**config.mk**
```make
export PLATFORM = sky130hd
export DESIGN_NAME = lcd_text_buffer_flat
export DESIGN_NICKNAME = d
export VERILOG_FILES = /design/src/rtl/lcd_text_buffer_pkg.sv /design/src/rtl/lcd_text_buffer_if.sv /design/src/rtl/lcd_text_buffer.sv /design/src/flat_wrapper.sv
export SDC_FILE = /design/constraint.sdc
export NUM_CORES = 1
export LEC_CHECK = 0
export BUFFER_PORTS_ARGS = -buffer_cell sky130_fd_sc_hd__clkbuf_2
export CORE_ASPECT_RATIO = 0.9
export CORE_MARGIN = 8
export CORE_UTILIZATION = 50
export DETAILED_ROUTE_END_ITERATION = 7
export PLACE_DENSITY = 0.75
export SLEW_MARGIN = 0
export SYNTH_ARGS = -nofsm -noshare
export SYNTH_HDL_FRONTEND = slang
export SYNTH_SLANG_ARGS = --single-unit
```
**constraint.sdc**
```tcl
create_clock -name clk -period 14.05 [get_ports clk]
set_input_delay 2.81 -clock clk [delete_from_list [all_inputs] [get_ports clk]]
set_output_delay 2.81 -clock clk [all_outputs]
set_load 0.05 [all_outputs]
```
**src/rtl/lcd_text_buffer_pkg.sv**
```systemverilog
// Shared constants, FSM encoding and write payload for the LCD text shadow buffer.
package lcd_text_buffer_pkg;

  localparam int unsigned LCD_COLS  = 16;
  localparam int unsigned LCD_LINES = 2;
  localparam int unsigned LCD_CELLS = LCD_COLS * LCD_LINES;
  localparam int unsigned ADDR_W    = $clog2(LCD_CELLS);
  localparam int unsigned CHAR_W    = 8;
  localparam int unsigned CNT_W     = 3;

  localparam logic [CHAR_W-1:0] ASCII_SPACE = 8'h20;

  typedef enum logic [1:0] {
    SCAN      = 2'd0,
    ISSUE     = 2'd1,
    WAIT_BUSY = 2'd2,
    WAIT_DONE = 2'd3
  } lcd_state_e;

  // One character transfer towards the controller.
  typedef struct packed {
    logic [ADDR_W-1:0] pos;
    logic [CHAR_W-1:0] data;
  } lcd_cell_t;

  // Scan order is plain ascending with wrap from the last cell back to 0.
  function automatic logic [ADDR_W-1:0] next_cell(input logic [ADDR_W-1:0] p);
    return p + ADDR_W'(1);
  endfunction

endpackage

```
**src/rtl/lcd_text_buffer_if.sv**
```systemverilog
// Host write port plus lcd_controller handshake of the text shadow buffer.
interface lcd_text_buffer_if;
  import lcd_text_buffer_pkg::*;

  logic              wr_en;
  logic [ADDR_W-1:0] wr_addr;
  logic [CHAR_W-1:0] wr_data;
  logic              clr;
  logic              lcd_ready;
  logic [CHAR_W-1:0] char_data;
  logic [ADDR_W-1:0] cursor_pos;
  logic              write_enable;
  logic              clean;

  // Host and controller side together.
  modport master (
    output wr_en, wr_addr, wr_data, clr, lcd_ready,
    input  char_data, cursor_pos, write_enable, clean
  );

  // The buffer itself.
  modport slave (
    input  wr_en, wr_addr, wr_data, clr, lcd_ready,
    output char_data, cursor_pos, write_enable, clean
  );

endinterface

```
**src/rtl/lcd_text_buffer.sv**
```systemverilog
// 2x16 shadow frame buffer: host writes mark cells dirty, a refresh engine
// pushes each dirty cell to lcd_controller under its ready handshake.
module lcd_text_buffer
  import lcd_text_buffer_pkg::*;
#(
  parameter logic [CHAR_W-1:0] BLANK_CHAR = ASCII_SPACE,
  parameter int unsigned       BUSY_WAIT  = 4
) (
  input logic               clk,
  input logic               rst,
  lcd_text_buffer_if.slave  bus
);

  lcd_state_e             state_q, state_d;
  logic [ADDR_W-1:0]      ptr_q, ptr_d;
  logic [CNT_W-1:0]       cnt_q, cnt_d;
  logic [LCD_CELLS-1:0]   dirty_q, dirty_d;
  logic [CHAR_W-1:0]      mem_q [0:LCD_CELLS-1];
  lcd_cell_t              cell_q, cell_d;
  logic                   we_q, we_d;
  logic                   clean_q, clean_d;
  logic                   take;

  // Refresh FSM: next state, scan pointer, busy-wait counter and output latch.
  always_comb begin
    state_d = state_q;
    ptr_d   = ptr_q;
    cnt_d   = cnt_q;
    cell_d  = cell_q;
    take    = 1'b0;
    case (state_q)
      SCAN: begin
        if (dirty_q[ptr_q]) begin
          if (bus.lcd_ready) begin
            cell_d.pos  = ptr_q;
            cell_d.data = mem_q[ptr_q];
            take        = 1'b1;
            state_d     = ISSUE;
          end
        end else begin
          ptr_d = next_cell(ptr_q);
        end
      end
      ISSUE: begin
        cnt_d   = CNT_W'(BUSY_WAIT);
        state_d = WAIT_BUSY;
      end
      WAIT_BUSY: begin
        // A controller that never drops ready is released after BUSY_WAIT cycles.
        if (!bus.lcd_ready) begin
          state_d = WAIT_DONE;
        end else begin
          cnt_d = cnt_q - CNT_W'(1);
          if (cnt_q <= CNT_W'(1)) begin
            state_d = WAIT_DONE;
          end
        end
      end
      WAIT_DONE: begin
        if (bus.lcd_ready) begin
          ptr_d   = next_cell(ptr_q);
          state_d = SCAN;
        end
      end
      default: state_d = SCAN;
    endcase
    we_d    = (state_d == ISSUE);
    clean_d = (dirty_q == '0) && (state_q == SCAN);
  end

  // Dirty tracking: host set (write or clear) overrides the scanner's clear.
  always_comb begin
    dirty_d = dirty_q;
    if (take) begin
      dirty_d[ptr_q] = 1'b0;
    end
    if (bus.clr) begin
      dirty_d = '1;
    end
    if (bus.wr_en) begin
      dirty_d[bus.wr_addr] = 1'b1;
    end
  end

  // Control and output registers.
  always_ff @(posedge clk or posedge rst) begin
    if (rst) begin
      state_q <= SCAN;
      ptr_q   <= '0;
      cnt_q   <= '0;
      dirty_q <= '1;
      cell_q  <= '0;
      we_q    <= 1'b0;
      clean_q <= 1'b0;
    end else begin
      state_q <= state_d;
      ptr_q   <= ptr_d;
      cnt_q   <= cnt_d;
      dirty_q <= dirty_d;
      cell_q  <= cell_d;
      we_q    <= we_d;
      clean_q <= clean_d;
    end
  end

  // Character store: clear first, then a same-cycle write lands on top.
  always_ff @(posedge clk or posedge rst) begin
    if (rst) begin
      for (int i = 0; i < int'(LCD_CELLS); i++) begin
        mem_q[i] <= BLANK_CHAR;
      end
    end else begin
      if (bus.clr) begin
        for (int i = 0; i < int'(LCD_CELLS); i++) begin
          mem_q[i] <= BLANK_CHAR;
        end
      end
      if (bus.wr_en) begin
        mem_q[bus.wr_addr] <= bus.wr_data;
      end
    end
  end

  assign bus.char_data    = cell_q.data;
  assign bus.cursor_pos   = cell_q.pos;
  assign bus.write_enable = we_q;
  assign bus.clean        = clean_q;

endmodule
```
**src/flat_wrapper.sv**
```systemverilog
// flat-port wrapper written by rule: the top's interface ports become plain ports
module lcd_text_buffer_flat import lcd_text_buffer_pkg::*;
#(
  parameter logic [CHAR_W-1:0] BLANK_CHAR = ASCII_SPACE,
  parameter int unsigned       BUSY_WAIT  = 4
)
  (clk, rst, bus_wr_en, bus_wr_addr, bus_wr_data, bus_clr, bus_lcd_ready, bus_char_data, bus_cursor_pos, bus_write_enable, bus_clean);
  lcd_text_buffer_if bus_i ();
  input logic clk;
  input logic rst;
  input wire logic [$bits(bus_i.wr_en)-1:0] bus_wr_en;
  input wire logic [$bits(bus_i.wr_addr)-1:0] bus_wr_addr;
  input wire logic [$bits(bus_i.wr_data)-1:0] bus_wr_data;
  input wire logic [$bits(bus_i.clr)-1:0] bus_clr;
  input wire logic [$bits(bus_i.lcd_ready)-1:0] bus_lcd_ready;
  output wire logic [$bits(bus_i.char_data)-1:0] bus_char_data;
  output wire logic [$bits(bus_i.cursor_pos)-1:0] bus_cursor_pos;
  output wire logic [$bits(bus_i.write_enable)-1:0] bus_write_enable;
  output wire logic [$bits(bus_i.clean)-1:0] bus_clean;
  assign bus_i.wr_en = bus_wr_en;
  assign bus_i.wr_addr = bus_wr_addr;
  assign bus_i.wr_data = bus_wr_data;
  assign bus_i.clr = bus_clr;
  assign bus_i.lcd_ready = bus_lcd_ready;
  assign bus_char_data = bus_i.char_data;
  assign bus_cursor_pos = bus_i.cursor_pos;
  assign bus_write_enable = bus_i.write_enable;
  assign bus_clean = bus_i.clean;
  lcd_text_buffer #(.BLANK_CHAR(BLANK_CHAR), .BUSY_WAIT(BUSY_WAIT)) u_core (.clk(clk), .rst(rst), .bus(bus_i));
endmodule
```
## Yosys cells after proc, flatten, opt, wreduce, memory -nomap -nowiden

Index checks and enable logic that the tools add are counted.
Widths: inputs -> output; s select.

| word-level totals | value |
|---|---|
| output and inout bits | 15 |
| register bits | 313 |
| bits of input ports | 18 |

| cells by class | value |
|---|---|
| bitwise gates (word level) | 5 |
| $lt $le $gt $ge | 8 |
| $add $sub $neg | 2 |
| muxes and demuxes | 31 |
| reductions and logical operators | 11 |
| eq/ne operators | 7 |

Operators by type and width:

| kind | count |
|---|---|
| $mux 256 | 2 |
| $bwmux 256 | 1 |
| $mux 32 | 3 |
| $bmux 8 s5 | 1 |
| $demux 8 s5 | 1 |
| $and 32x32->32 | 1 |
| $logic_not 32->1 | 1 |
| $not 32->32 | 1 |
| $or 32x32->32 | 1 |
| $mux 8 | 3 |
| $ge 6x6->1 const B | 2 |
| $lt 5x6->1 const B | 2 |
| $not 5->6 | 2 |
| $demux 1 s5 | 2 |
| $ge 5x1->1 const B | 2 |
| $mux 2 | 5 |
| $mux 5 | 2 |
| $pmux 5 s2 | 1 |
| $pmux 2 s4 | 1 |
| $lt 6x1->1 const B | 1 |
| $mux 1 | 6 |
| $ne 2x2->1 const B | 3 |
| $pmux 3 s2 | 1 |
| $reduce_and 3->1 | 2 |
| 11 further kinds | 17 |

## Logic depth before layout (Yosys ltp)

Gate-level depths: netlist of the first run.

| depth | value |
|---|---|
| depth after elaboration | 10 |
| gate-level depth with buffers | 10 |
| depth with buffers taken out | 6 |

## Worst setup path after synthesis of the first run

No wires, ideal clock.

| timing path | value |
|---|---|
| path type | input-to-reg |
| start point | in bus_wr_addr[0] |
| end point | reg u_core.mem_q[126] (netlist bit) |
| stages on the path | 5 |
| arrival | 4.136 ns |
| required time | 13.914 ns |
| setup slack | 9.778 ns |
| library setup time | 0.136 ns |
| cell sequence | or3b_2 clkbuf_1 nor2_1 clkbuf_1 o21ai_0 |

| on the way | value |
|---|---|
| cells in the longest elaborated chain, start to end | 7 |
| elaborated cells between the ends (all ways) | 8 |
| those cells by class | order compare (2); mux (4); bitwise (1); reduce/logical (1) |

RTL lines:

| what | line | text |
|---|---|---|
| start: declaration | flat_wrapper.sv:12 | `input wire logic [$bits(bus_i.wr_addr)-1:0] bus_wr_addr;` |
| $not 5->6 (not written as such) (*) | lcd_text_buffer.sv:119 | `mem_q[bus.wr_addr] <= bus.wr_data;` |
| $ge 6x6->1 (not written as such) or $lt 6x1->1 (tied branches) | lcd_text_buffer.sv:119 |  |
| $logic_and 1x1->1 (not written as such) | lcd_text_buffer.sv:119 |  |
| $mux 8 (not written as such) | lcd_text_buffer.sv:119 |  |
| $demux 8 s5 (*) | lcd_text_buffer.sv:119 |  |
| $bwmux 256 (*) | lcd_text_buffer.sv:119 |  |
| $mux 256 (*) | lcd_text_buffer.sv:118 | `if (bus.wr_en) begin` |
| end signal: indexed assignment | lcd_text_buffer.sv:119 |  |
| end: declaration | lcd_text_buffer.sv:18 | `logic [CHAR_W-1:0] mem_q [0:LCD_CELLS-1];` |

Mark *: on every way between the ends. The rest lies on a longest branch, timed or not.
A chain may end at the register's enable or synchronous reset.

## Final worst setup path of the first run

| timing path | value |
|---|---|
| start point | in bus_clr |
| end point | reg u_core.mem_q[176] (netlist bit) |

| on the way | value |
|---|---|
| cells in the longest elaborated chain, start to end | 3 |

RTL lines:

| what | line | text |
|---|---|---|
| start: declaration | flat_wrapper.sv:14 | `input wire logic [$bits(bus_i.clr)-1:0] bus_clr;` |
| $mux 256 (*) | lcd_text_buffer.sv:113 | `if (bus.clr) begin` |
| $bwmux 256 | lcd_text_buffer.sv:119 |  |
| $mux 256 (*) | lcd_text_buffer.sv:118 |  |

Marks and branches as above.

==> summary.md, run 1 <==
| Metric | Value |
|---|---|
| Outcome | `completed` |
| Switching part of the total power | `30.6%` |
| Die width | `203 um` |
| Fmax | `201 MHz` |
| Reg2Reg Setup Slack | `9.99 ns` |
| Hold buffer count at cts | `0` |
| Combinational share of power | `19.0%` |
| First-pass GRT wire length | `67,400 um` |
| Max_cap viols | `0` |
| RSZ-0062 raised after global routing | `false` |
| Register area share after synthesis | `50.1%` |
| Prevailing post-synth register cell | `dfrtp_1` |
| Vias in the first global route | `11,900` |
| Root Driver | `clkbuf_16` |
| PortBufs | `32` |
| Post-CTS Resized | `0` |
| CP delay by family, top | `buffers and inverters` |
| Min cycle time layout | `4.97 ns` |
| TritonCTS buffer count | `34` |
| Most common cell in the netlist | `nand2_1` |
| Via-to-Cell Ratio | `6.01` |
| Setup TNS | `0 ns` |
| NumNets Final | `1,603` |
| #FFs+latches synth | `313` |
| LEAKAGE | `6.79 nW` |
| GR Util All Layers | `22.5%` |
| DRC | `0` |
| Top post-synthesis cells by area | `dfrtp_1 39%, dfstp_2 11%, nand2b_1 9.1%` |
| Min-Delay Startpoint | `u_core.bus.char_data[0]` |
| Cells after DPL | `1,952` |
| Cells on worst reg2reg path | `6` |
| DIE HEIGHT | `185 um` |
| Asr flop ratio synth | `100%` |
| DP HPWL | `25,500 um` |
| Final setup fails | `0` |
| Worst path buffer plus inverter count | `3` |
| Crit-path slowest cell | `buf_4` |
| # IOs | `33` |
| Worst Hold Class | `reg2reg` |
| Number of flops mapped to enable cells by yosys | `0` |
| Slew at the pin with the worst max-slew slack | `1.36 ns` |
| Number of antenna violations at the first check in global routing | `3` |
| Sequential power share | `43.1%` |
| Reg-to-reg endpoint | `u_core.bus.char_data[2]` |
| Clock network power share | `37.9%` |
| Synthesized area | `0.0158 mm^2` |
| Gp weighted congestion | `0.882` |
| Latest clock arrival within the worst-skew pair | `0.53 ns` |
| Fin. max-slew vios | `0` |
| Postcts setup bufs | `0` |
| CP Class | `in2reg` |
| CP startpoint kind | `input pin` |
| Syn_nets | `1,643` |
| Final period util | `35.3%` |
| Number of cells on the worst hold path | `1` |
| Maximum vdd drop | `0.0000934 V` |
| Synth Warn # | `0` |
| Rel. slew slack | `8.87%` |
| First-pass DRT Iterations | `6` |
| DIE AREA | `0.0375 mm^2` |
| Final ANT Viol Nets | `0` |
| Internal | `0.00164 W` |
| Synth area leader | `dfrtp_1` |
| Crit-path max cell delay | `0.78 ns` |
| Max clock buf depth | `3` |
| NetSw | `0.000726 W` |
| Fin. Hold Viols | `0` |
| Cell area power density | `138 mW/mm^2` |
| Routed vias | `12,100` |
| Worst Hold End | `u_core.bus.char_data[0]` |
| Synth Instances | `1,619` |
| Critical Path RT | `14.38 ns` |
| Mapped Avg Cell Area | `9.76 um^2` |
| Detailed Route Iter0 Violations | `1,354` |
| Hold_ws | `0.508 ns` |
| Post-synth top area share | `39.4%` |
| Starting Density | `51.0%` |
| Critical Path End Type | `flop` |
| Max FO, Critical Path | `132` |
| CP Data Arrival Time | `5.30 ns` |
| CP dominant cell by count | `buf_4` |
| CTS tree | `built` |
| RR Startpoint | `u_core.ptr_q[0]` |
| # H-tree levels | `2` |
| Num Clock Sinks | `313` |
| Share of cells above drive strength 1 | `15.4%` |
| WP depth | `5` |
| Post-synthesis cell type count | `49` |
| Avg WL per Cell | `20.6 um` |
| Total gr overflow | `0` |
| Std-Cell Rows | `61` |
| Routed wire length | `41,500 um` |
| Layout area overhead | `9.03%` |
| Clock transition at path regs | `0.06 ns` |
| Most frequent cells after synthesis | `287 x nand2_1, 259 x o21ai_0, 249 x dfrtp_1` |
| PnR Total Power | `0.00237 W` |
| Largest net degree at the start of global routing | `133` |
| Number of diodes | `0` |
| Clock skew | `0.0192 ns` |
| Worst path cell trace | `buf_6, buf_4, buf_4, nand2b_1, o21ai_0` |
| Post-route insts no fill | `2,013` |
| Placeable Area | `0.0310 mm^2` |
[state kept, by name, indices dropped and copies added (netlist names)]
register,cells
u_core.mem_q,256
u_core.dirty_q,32
u_core.bus.char_data,8
u_core.bus.cursor_pos,5
u_core.ptr_q,5
u_core.cnt_q,3
u_core.state_q,2
u_core.bus.clean,1
u_core.bus.write_enable,1
[cells in the final DEF, fill, tap and decap left out, types with 4 or more instances in the layout]
cell type	netlist	layout
nor4_1	9	9
clkbuf_1	103	12
a22o_1	8	8
clkbuf_8	0	6
o221ai_1	6	6
dfrtp_1	249	247
clkbuf_2	0	31
clkinv_2	0	4
ha_1	6	6
buf_4	5	18
nor2_1	95	95
nor3_1	50	50
nand2_1	287	287
a21oi_1	25	25
o21ai_0	259	259
and2_1	4	4
nand3_1	14	14
clkbuf_16	0	37
nand3b_1	5	5
nand2b_1	229	229
mux4_2	63	63
a22oi_1	5	5
a41oi_1	17	17
a221oi_1	6	6
o211ai_1	4	4
inv_1	9	8
mux2_2	14	14
mux2i_1	29	29
dfstp_2	64	64
[metal layers]
layer  global-route usage, %  wire length (um)  up-vias
li1                        -                 -     5498
met1                    31.3             17900     5995
met2                    34.1             18700      491
met3                    5.32              3460      102
met4                    8.00              1420        6
met5                       0                41        -
[area by class of cell]
class / instances / area [um^2]
Tap cell: 409 / 512
Clock inverter: 6 / 57.6
Fill cell: 2635 / 13800
Multi-Input combinational cell: 1170 / 7330
Clock buffer: 55 / 1050
Inverter: 10 / 45.0
Sequential cell: 313 / 7920
Timing Repair Buffer: 50 / 302
[worst max path at each step]
stage             from                       to  slack, ns
2_1_floorplan      rst  u_core.bus.char_data[0]       2.69
3_3_place_gp   bus_clr        u_core.dirty_q[8]       8.65
3_5_place_dp   bus_clr        u_core.mem_q[176]       8.65
4_1_cts        bus_clr        u_core.mem_q[176]       9.16
5_1_grt        bus_clr       u_core.dirty_q[29]       8.83
6_report       bus_clr        u_core.mem_q[176]       9.08
[per-stage QoR]
| step | utilization [%] | worst slack, ns | cell area (um^2) |
|---|---|---|---|
| CTS | 55.6 | 9.16 | 17200 |
| finish | 55.6 | 9.08 | 17200 |
| detailed placement | 52.0 | 8.65 | 16100 |
| global placement | 52.0 | 8.65 | 16100 |
| floorplan | - | 2.69 | 15800 |
| global route | 55.6 | 8.83 | 17200 |
[power by group through the flow]
stage / logic [W] / clock network [W] / registers [W]
6_report: 0.000451 / 0.000898 / 0.00102
5_1_grt: 0.000482 / 0.000941 / 0.00103
4_1_cts: 0.000451 / 0.000907 / 0.00102
3_5_place_dp: 0.000447 / 0 / 0.00104
3_3_place_gp: 0.000443 / 0 / 0.00104
2_1_floorplan: 0.000354 / 0 / 0.00101
[logic make-up after synthesis]
kind of cell,share of synthesized area (%)
XOR/XNOR,0.0555
AO/OA/AOI/OAI,12.6
adder cells (fa/ha/maj),0.475
AND/OR/NAND/NOR,21.4
flip-flops,50.1
multiplexers,11.8
buffers and inverters,3.53
No activity file was read; power rests on OpenSTA's default activity.
==> run 2: changes to the inputs <==
==> constraint.sdc (replaced) <==
create_clock -name clk -period 5 [get_ports clk]
set_input_delay 1 -clock clk [delete_from_list [all_inputs] [get_ports clk]]
set_output_delay 1 -clock clk [all_outputs]
set_load 0.05 [all_outputs]
==> run 2 against run 1 <==
Non-clock buffer count is 13 higher. Sequential power increased to 2.8 times the previous value. Flip-flop and latch count unchanged. Utilization increased by 0.50 points. Global-route usage grew 0.090 points. Register-to-register slack worse by 8.1 ns. First-iteration DRC count rose by 4.1%. Critical path type is now reg2reg.
==> summary.md, run 2 (synthesis results as in run 1) <==
| Metric | Value |
|---|---|
| CP Data Arrival Time | `3.55 ns (-1.75 ns)` |
| Root Driver | `clkbuf_16` |
| CTS tree | `built` |
| DIE HEIGHT | `185 um (unchanged)` |
| Reg-to-reg endpoint | `u_core.ptr_q[1]` |
| Reg2Reg Setup Slack | `1.86 ns (-8.13 ns)` |
| Postcts setup bufs | `0 (unchanged)` |
| Num Clock Sinks | `313 (unchanged)` |
| Layout area overhead | `10.0%` |
| Worst path cell trace | `inv_1, a2111oi_0, o31ai_1, o31ai_1, mux2_2` |
| # H-tree levels | `2 (unchanged)` |
| Final setup fails | `0 (unchanged)` |
| CP dominant cell by count | `o31ai_1` |
| Std-Cell Rows | `61 (unchanged)` |
| TritonCTS buffer count | `35 (+2.9%)` |
| Gp weighted congestion | `0.940 (+6.6%)` |
| Final ANT Viol Nets | `0 (unchanged)` |
| Total gr overflow | `0 (unchanged)` |
| Final period util | `62.9%` |
| Vias in the first global route | `12,000 (+0.70%)` |
| CP Class | `reg2reg` |
| Area of the multi-input gates | `0.00734 mm^2 (about the same)` |
| # IOs | `33 (unchanged)` |
| Routed wire length | `42,500 um (+2.4%)` |
| Largest Register | `u_core.mem_q` |
| Max_cap viols | `0 (unchanged)` |
| RR Startpoint | `u_core.ptr_q[1]` |
| PnR Total Power | `0.00673 W (+180%)` |
| Clock transition at path regs | `0.06 ns (about the same)` |
| Crit-path slowest cell | `dfrtp_4` |
| GR Util All Layers | `22.6% (+0.090 points)` |
| Worst Hold Class | `reg2reg` |
| Clock skew | `0.0183 ns (-0.000918 ns)` |
| Routed vias | `12,300 (+1.6%)` |
| Critical Path RT | `5.40 ns (-8.98 ns)` |
| Crit-path max cell delay | `0.96 ns (+0.18 ns)` |
| RSZ-0062 raised after global routing | `false` |
| Number of antenna violations at the first check in global routing | `0 (-3)` |
| Via-to-Cell Ratio | `6.06 (+0.85%)` |
| Placeable Area | `0.0310 mm^2 (unchanged)` |
| Slew at the pin with the worst max-slew slack | `1.34 ns (-0.0228 ns)` |
| Cells on worst reg2reg path | `5 (-1)` |
| Worst path buffer plus inverter count | `1 (-2)` |
| Cells after DPL | `1,964 (+0.61%)` |
| DIE AREA | `0.0375 mm^2 (unchanged)` |
| Fin. Hold Viols | `0 (unchanged)` |
| CP startpoint kind | `flop` |
| Most common cell after layout, fill and taps aside | `nand2_1` |
| NumNets Final | `1,617 (+0.87%)` |
| Fin. max-slew vios | `0 (unchanged)` |
| Share of cells above drive strength 1 | `16.0% (+0.60 points)` |
| Starting Density | `51.0% (unchanged)` |
| Fill cell count | `2,572 (-2.4%)` |
| Avg WL per Cell | `21.0 um (+1.7%)` |
| Cell area power density | `387 mW/mm^2 (+180%)` |
| Post-CTS Resized | `0 (unchanged)` |
| Max clock buf depth | `3 (unchanged)` |
| FF/Latch Area | `0.00792 mm^2 (unchanged)` |
| Worst Hold End | `u_core.bus.cursor_pos[3]` |
| Die width | `203 um (unchanged)` |
| DRC | `0 (unchanged)` |
| Critical Path End Type | `flop` |
| Largest net degree at the start of global routing | `188 (+41%)` |
| CP delay by family, top | `compound AO/OA/AOI/OAI gates` |
| Outcome | `completed` |
| Detailed Route Iter0 Violations | `1,409 (+4.1%)` |
| Fin util | `56.1% (+0.50 points)` |
| DP HPWL | `26,300 um (+2.9%)` |
| Rel. slew slack | `10.4% (+1.5 points)` |
| Fmax | `318 MHz` |
| Maximum vdd drop | `0.000517 V (+450%)` |
| PortBufs | `32 (unchanged)` |
| Largest register FFs | `256 (unchanged)` |
| Max FO, Critical Path | `51 (-61%)` |
| Number of cells on the worst hold path | `1 (unchanged)` |
| Post-route insts no fill | `2,028 (+0.75%)` |
| LEAKAGE | `6.87 nW (+1.2%)` |
| Hold buffer count at cts | `0 (unchanged)` |
| Most frequent cells in the layout | `287 x nand2_1, 259 x o21ai_0, 247 x dfrtp_1` |
| Latest clock arrival within the worst-skew pair | `0.52 ns (about the same)` |
| First-pass DRT Iterations | `7 (+1)` |
| Min-Delay Startpoint | `u_core.bus.cursor_pos[3]` |
| First-pass GRT wire length | `67,700 um (+0.43%)` |
| Min cycle time layout | `3.14 ns` |
| Setup TNS | `0 ns (unchanged)` |
| Number of diodes | `0 (unchanged)` |
==> run 2: changes by cell type in the layout (fill, tap and decap cells not counted), moves of 2 or more <==
| cell | before | now |
|---|---|---|
| buf_4 | 18 | 28 |
| clkbuf_1 | 12 | 15 |
| clkinv_2 | 4 | 1 |
| buf_12 | 0 | 2 |
==> run 2: final cells by class <==
type / count / area share, %
Clock inverter: 5 / 0.439
Multi-Input combinational cell: 1170 / 42.2
Inverter: 10 / 0.238
Timing Repair Buffer: 63 / 2.46
Clock buffer: 58 / 6.13
Tap cell: 409 / 2.94
Sequential cell: 313 / 45.6
==> run 2: worst max path at each step <==
| stage | from | endpoint | slack, ns | cells after the start |
|---|---|---|---|---|
| 6_report | u_core.ptr_q[1] | u_core.ptr_q[1] | 1.86 | 5 |
| 5_1_grt | u_core.ptr_q[1] | u_core.bus.char_data[2] | 1.77 | 6 |
| 4_1_cts | u_core.ptr_q[1] | u_core.ptr_q[1] | 1.85 | 5 |
| 3_5_place_dp | bus_wr_addr[1] | u_core.mem_q[54] | 1.88 | 4 |
| 3_3_place_gp | u_core.ptr_q[1] | u_core.ptr_q[1] | 1.93 | 5 |
| 2_1_floorplan | rst | u_core.bus.char_data[0] | -0.12 | 1 |
==> run 2: worst reg2reg max path, delay by kind of cell (launching register included) <==
family                 cells  cell delay [ns]
flip-flops                 1             0.96
buffers and inverters      1             0.25
AO/OA/AOI/OAI              3             1.43
multiplexers               1             0.39
==> run 2: power breakdown <==
group          internal, W  switching [W]
combinational     0.000493       0.000758
sequential         0.00264       0.000258
clock              0.00155        0.00103
total              0.00469        0.00205
==> run 2: stage by stage <==
stage	area, um^2	worst slack [ns]	hold WS, ns
6_report	17400	1.86	0.505
3_3_place_gp	16200	1.93	0.494
2_1_floorplan	15800	-0.117	0.500
4_1_cts	17400	1.85	0.510
3_5_place_dp	16200	1.88	0.498
5_1_grt	17400	1.77	0.530
==> run 2: per-layer routing <==
layer  part of all wire [%]  routed length (um)  GRT usage (%)
met5                      0                   0              0
met4                    4.1                1730           9.77
met3                    8.4                3560           3.97
met2                     44               18800           33.6
met1                     43               18500           32.1
